==> src/rtl/jtframe_tilerom_bridge_pkg.sv <==
// Shared definitions for the tile-ROM bridge: SDRAM beat geometry and FSM states.
// The beat width and burst length match the arbiter's SDRAM slot layout.
package jtframe_tilerom_bridge_pkg;

  localparam int SDRAM_DW  = 16;
  localparam int BURST_LEN = 2;
  localparam int ROM_DW    = SDRAM_DW * BURST_LEN;

  typedef enum logic [1:0] {
    ST_IDLE  = 2'd0,
    ST_REQ   = 2'd1,
    ST_BEAT0 = 2'd2,
    ST_BEAT1 = 2'd3
  } state_t;

endpackage

==> src/rtl/jtframe_tilerom_bridge.sv <==
// Serves 32-bit tilemap ROM fetches from a 16-bit SDRAM slot with a two-beat read.
// A one-entry tag lets repeated requests to the same address complete without SDRAM traffic.
module jtframe_tilerom_bridge
  import jtframe_tilerom_bridge_pkg::*;
#(
  parameter int            AW     = 15,
  parameter int            SW     = 22,
  parameter logic [SW-1:0] OFFSET = '0,
  parameter bit            SWAP   = 1'b0
) (
  input  logic              rst,
  input  logic              clk,
  input  logic              rom_cs,
  input  logic [AW-1:0]     rom_addr,
  output logic [ROM_DW-1:0] rom_data,
  output logic              rom_ok,
  output logic [SW-1:0]     sdram_addr,
  output logic              sdram_req,
  input  logic              sdram_gnt,
  input  logic              sdram_dst,
  input  logic [SDRAM_DW-1:0] sdram_din
);

  state_t              state;
  state_t              state_nxt;
  logic [AW-1:0]       addr_lat;
  logic [AW-1:0]       tag;
  logic                tag_valid;
  logic [SDRAM_DW-1:0] beat0;
  logic                hit;
  logic                start;
  logic                granted;
  logic                take0;
  logic                take1;

  // Region base plus 16-bit word address; wraps modulo 2^SW.
  function automatic logic [SW-1:0] sdram_word(input logic [AW-1:0] a);
    return OFFSET + SW'({a, 1'b0});
  endfunction

  function automatic logic [ROM_DW-1:0] assemble(input logic [SDRAM_DW-1:0] first,
                                                 input logic [SDRAM_DW-1:0] second);
    return SWAP ? {first, second} : {second, first};
  endfunction

  assign hit    = tag_valid && (rom_addr == tag);
  assign rom_ok = rom_cs && hit;

  always_comb begin
    state_nxt = state;
    start     = 1'b0;
    granted   = 1'b0;
    take0     = 1'b0;
    take1     = 1'b0;
    case (state)
      ST_IDLE: begin
        if (rom_cs && !hit) begin
          start     = 1'b1;
          state_nxt = ST_REQ;
        end
      end
      // A strobe coinciding with the grant is not a beat of this burst.
      ST_REQ: begin
        if (sdram_gnt) begin
          granted   = 1'b1;
          state_nxt = ST_BEAT0;
        end
      end
      ST_BEAT0: begin
        if (sdram_dst) begin
          take0     = 1'b1;
          state_nxt = ST_BEAT1;
        end
      end
      ST_BEAT1: begin
        if (sdram_dst) begin
          take1     = 1'b1;
          state_nxt = ST_IDLE;
        end
      end
      default: state_nxt = ST_IDLE;
    endcase
  end

  always_ff @(posedge clk or posedge rst) begin
    if (rst) state <= ST_IDLE;
    else     state <= state_nxt;
  end

  // rom_data and tag move together at the last beat so a reader never sees a half-updated word.
  always_ff @(posedge clk or posedge rst) begin
    if (rst) begin
      rom_data   <= '0;
      tag        <= '0;
      tag_valid  <= 1'b0;
      sdram_req  <= 1'b0;
      sdram_addr <= OFFSET;
    end else begin
      if (start) begin
        sdram_addr <= sdram_word(rom_addr);
        sdram_req  <= 1'b1;
      end
      if (granted) sdram_req <= 1'b0;
      if (take1) begin
        rom_data  <= assemble(beat0, sdram_din);
        tag       <= addr_lat;
        tag_valid <= 1'b1;
      end
    end
  end

  always_ff @(posedge clk) begin
    if (start) addr_lat <= rom_addr;
    if (take0) beat0    <= sdram_din;
  end

endmodule
==> config.mk <==
export PLATFORM = sky130hd
export DESIGN_NAME = jtframe_tilerom_bridge
export DESIGN_NICKNAME = d
export VERILOG_FILES = /design/src/rtl/jtframe_tilerom_bridge_pkg.sv /design/src/rtl/jtframe_tilerom_bridge.sv
export SDC_FILE = /design/constraint.sdc
export NUM_CORES = 1
export LEC_CHECK = 0
export CAP_MARGIN = 40
export CELL_PAD_IN_SITES_DETAIL_PLACEMENT = 0
export CELL_PAD_IN_SITES_GLOBAL_PLACEMENT = 1
export CORE_AREA = 2 2 74 146
export CTS_BUF_LIST = sky130_fd_sc_hd__clkbuf_4 sky130_fd_sc_hd__clkbuf_8
export DETAILED_ROUTE_END_ITERATION = 8
export DIE_AREA = 0 0 76 148
export PLACE_DENSITY = 0.84
export SETUP_SLACK_MARGIN = 0.4
export SLEW_MARGIN = 20
export SYNTH_ARGS = -nofsm -noshare
export SYNTH_HDL_FRONTEND = slang
export SYNTH_SLANG_ARGS = --single-unit
==> constraint.sdc <==
create_clock -name clk -period 2.3 [get_ports clk]
set_input_delay 0.69 -clock clk [delete_from_list [all_inputs] [get_ports clk]]
set_output_delay 0.69 -clock clk [all_outputs]
set_load 0.005 [all_outputs]
# After elaboration in Yosys (flattened, before gate mapping)
# Index checks and enable logic that the tools add are counted.
# word_totals
word_cells,37
register_bits,97
output_inout_bits,56
input_bits,36
# classes
n_reduce_logical,7
mux,14
n_eq_ne,8
# op_table
operator,count
15-bit equality test,1
1-bit two-way mux,9
2-bit two-way mux,4
2-bit != test (second input constant),4
2-bit one-hot mux with 4 select lines,1
2-bit equality test (second input constant),2
4-bit AND reduction,1
1-bit logical AND,3
2-bit by 1-bit equality test with 1-bit output (second input constant),1
2-bit logical NOT,1
2-bit nonzero test,1
1-bit logical NOT,1

# Longest topological paths before layout
# logic_depth
depth_word,8
depth_mapped,7
mapped_depth_nobuf,7

# Worst setup path after synthesis
# No wires, ideal clock.
# synth_timing
kind,input -> output
from,input rom_addr[12]
to,output rom_ok
n_path_buf,0
t_arrival_ns,1.512
setup_slack_ns,0.098
cell_stages,4
required_ns,1.610
path_cell_list,xnor2_1 -> nand4_1 -> nor4_4 -> and2_1
# synth_between
elab_chain_cells,3
# synth_rtl
element,line,text
"start, declared",jtframe_tilerom_bridge.sv:14,"input logic [AW-1:0] rom_addr,"
15-bit equality test,jtframe_tilerom_bridge.sv:46,assign hit = tag_valid && (rom_addr == tag);
1-bit logical AND,jtframe_tilerom_bridge.sv:46,
1-bit logical AND,jtframe_tilerom_bridge.sv:47,assign rom_ok = rom_cs && hit;
"end, declared",jtframe_tilerom_bridge.sv:16,"output logic rom_ok,"
# No other way between the ends.

# Final worst setup path
# layout_timing
from,input rom_addr[10]
to,output rom_ok
# The elaborated chain is that of the path after synthesis.

==> flow_summary.ini <==
[run_status]
status = complete, but fails checks
violations = setup timing

[placed_design]
portBuffers = 84
placed_cells = 454
placed_cell_area_sq_um = 4960
pre_cts_ws_ps = -1050
place.gp.congestion = 0.675
dp_hpwl_mm = 4.97

[cts]
cts_root_buffer = clkbuf_8
insertion_delay_ps = 350
clk_pin_slew_ps = 90
cts.sinks = 97
htree_levels = 3
cts_buffers = 9
cts.path.max_buffers = 2
cts_tree = built

[synthesis]
synthCells = 220
synth.largest_area_cell = dfrtp_1
syn_avg_cell_area_sq_um = 17.1
synth_top_area_share_pct = 44.0
yosysSeqAreaShare_pct = 68.7
ys.warnings.count = 0
synthTopCellsByArea = dfrtp_1 (44%), edfxtp_1 (25%), mux2_2 (16%), xnor2_1 (3.5%), mux2_4 (3.2%)
synth-seq-cells = 97
syn_area_sq_um = 3760
ys_types = 26

[finish]
drive_gt1_share_pct = 41.6
multi_input_area_sq_um = 1200
fin_nets = 386
final_cell_mix = dfrtp_1 (66), mux2_2 (47), dlygate4sd2_1 (46)
ff_latch_area_sq_um = 2580
diodes = 0
area_growth_pct = 44.1
layout_commonest_cell = dfrtp_1
final_area_sq_um = 5410
n_fill_cell = 867
instances_no_fill = 486

[die]
die-area_sq_um = 11200
start_util_pct = 37.3
io_pins = 92
core-area_sq_um = 10100
num_rows = 52
dieWidth_microns = 76
die_h_microns = 148

[global_routing]
grt_usage_pct = 14.1
grt_pass1_wl_mm = 12.3
grt-ovfl-total = 0
antenna_found_initial = 0
grt_start_max_net_pins = 67
grt_pass1_vias = 2356

[setup_path]
crit_end = rom_ok
cp.arrival_ps = 1770
path_delay_family = simple AND/OR/NAND/NOR gates
crit_fanout = 3
worst_setup_path_end_kind = output port
worstSetupStartpoint = rom_addr[10]
r2r_start = tag[5]
crit_buf_inv = 2
r2r-end = sdram_addr[6]
worst-path-stages = 6
start_kind = input port
slowest_stage = nor4_4
path_class = input port to output port
r2r.worst_path.cells = 8
path_cells = buf_4, xnor2_2, nand4_1, nor4_4, and2_1, buf_2
cp_slowest_stage_delay_ps = 310
cp.required_ps = 1610
ff2ff_setup_slack_ps = 270

[job]
maxCapViolCount = 0

[timing]
setup_violations = 1
timing.fmax_mhz = 406
drv_slew = 0
worst_slack_ps = -163
fin_skew_ps = 14.0
period_share_pct = 107
rsz0062_at_grt = yes
min_period_ps = 2460
finalHoldViolations = 0
fin_setup_tns_ps = -163

[detailed_routing]
routed_via_density = 4.56
drc = 0
vias = 2216
wl_per_cell_microns = 15.3
drt_iter0_markers = 38
wirelength_mm = 7.45
antenna_left = 0
first_pass_iters = 4

[power]
finalPower_mw = 6.71
ir_drop_uv = 662
power_leakage_nw = 2.38
power.density_nw_per_um2 = 1240

[worst_hold_path]
hold_class = register to register
-- per-layer routing --
layer  routed length [microns]  track usage [%]
met1                      2740             15.6
met5                         0                0
met2                      4340             26.1
met3                       287             2.87
met4                        93             6.00
-- cell type report --
cell class                      instances  area share [%]
Sequential cell                        97            47.7
Multi-Input combinational cell        111            22.2
Timing Repair Buffer                  122            21.9
Tap cell                              135            3.12
Clock buffer                           11            2.68
Clock inverter                          5            1.90
Inverter                                5           0.416
-- synthesized netlist by cell type --
cell	count
a2bb2oi_1	2
a311o_1	1
a311oi_1	1
a32o_1	1
and2_1	2
buf_1	1
buf_4	7
buf_6	1
clkbuf_1	4
conb_1	1
dfrtp_1	66
edfxtp_1	31
ha_1	4
inv_1	5
mux2_2	54
mux2_4	8
nand2_1	2
nand2b_1	2
nand3_1	1
nand4_1	4
nor2_1	3
nor2_2	1
nor3b_1	1
nor4_4	1
o21ai_0	1
xnor2_1	15
-- repair_timing --
| action | CTS | global route |
|---|---|---|
| pin swaps | 18 | 10 |
| buffers inserted | 10 | 3 |
| endpoints found under the setup margin | 80 | 35 |
| resized for setup | 128 | 22 |
| hold buffers | 0 | 0 |
| gates cloned | 3 | 0 |
-- kinds of logic (layout without fill, tap and decap cells) --
family | Yosys count | in the layout | synth area share [%]
flip-flops | 97 | 97 | 68.7
multiplexers | 62 | 62 | 19.4
buffers and inverters | 18 | 143 | 2.70
AND/OR/NAND/NOR | 17 | 17 | 2.90
XOR/XNOR | 15 | 15 | 3.50
AO/OA/AOI/OAI | 6 | 6 | 1.37
adder cells (fa/ha/maj) | 4 | 4 | 1.33
other | 1 | 7 | 0.0998
-- sequential cells by signal (all words and copies together) (netlist names) --
| register | count |
|---|---|
| rom_data | 32 |
| beat0 | 16 |
| state | 2 |
| sdram_req | 1 |
| tag | 15 |
| tag_valid | 1 |
| addr_lat | 15 |
| sdram_addr | 15 |
-- worst register-to-register path, delay by kind of cell (launching register included) --
kind / cells / cell delay, ps
xor gates and xnor gates: 1 / 170
DFF: 1 / 410
buffers and inverters: 3 / 440
and+or+nand+nor: 3 / 610
muxes: 1 / 300
-- through the flow --
| step | util [%] | hold slack, ps |
|---|---|---|
| 2_1_floorplan | - | 435 |
| 3_3_place_gp | 49.2 | 451 |
| 3_5_place_dp | 49.2 | 465 |
| 4_1_cts | 53.0 | 490 |
| 5_1_grt | 53.7 | 491 |
| 6_report | 53.7 | 479 |
-- power by group --
part           leakage [nW]  internal [mW]  switching [mW]  total, mW
clock network         0.123          0.763           0.545       1.31
logic                  1.19           1.66           0.897       2.56
registers              1.06           2.49           0.358       2.85
total                  2.38           4.91            1.80       6.71
-- worst min path at each step --
stage                          from      endpoint  slack (ps)  depth (start not counted)
after floorplan           tag_valid     tag_valid         430                          1
after global placement    tag_valid     tag_valid         450                          1
after detailed placement  tag_valid     tag_valid         470                          1
after CTS                 tag_valid     tag_valid         490                          1
after global routing      beat0[15]  rom_data[15]         490                          1
final                     beat0[12]  rom_data[12]         480                          1
Note: power is estimated with default switching activity, not from simulation.
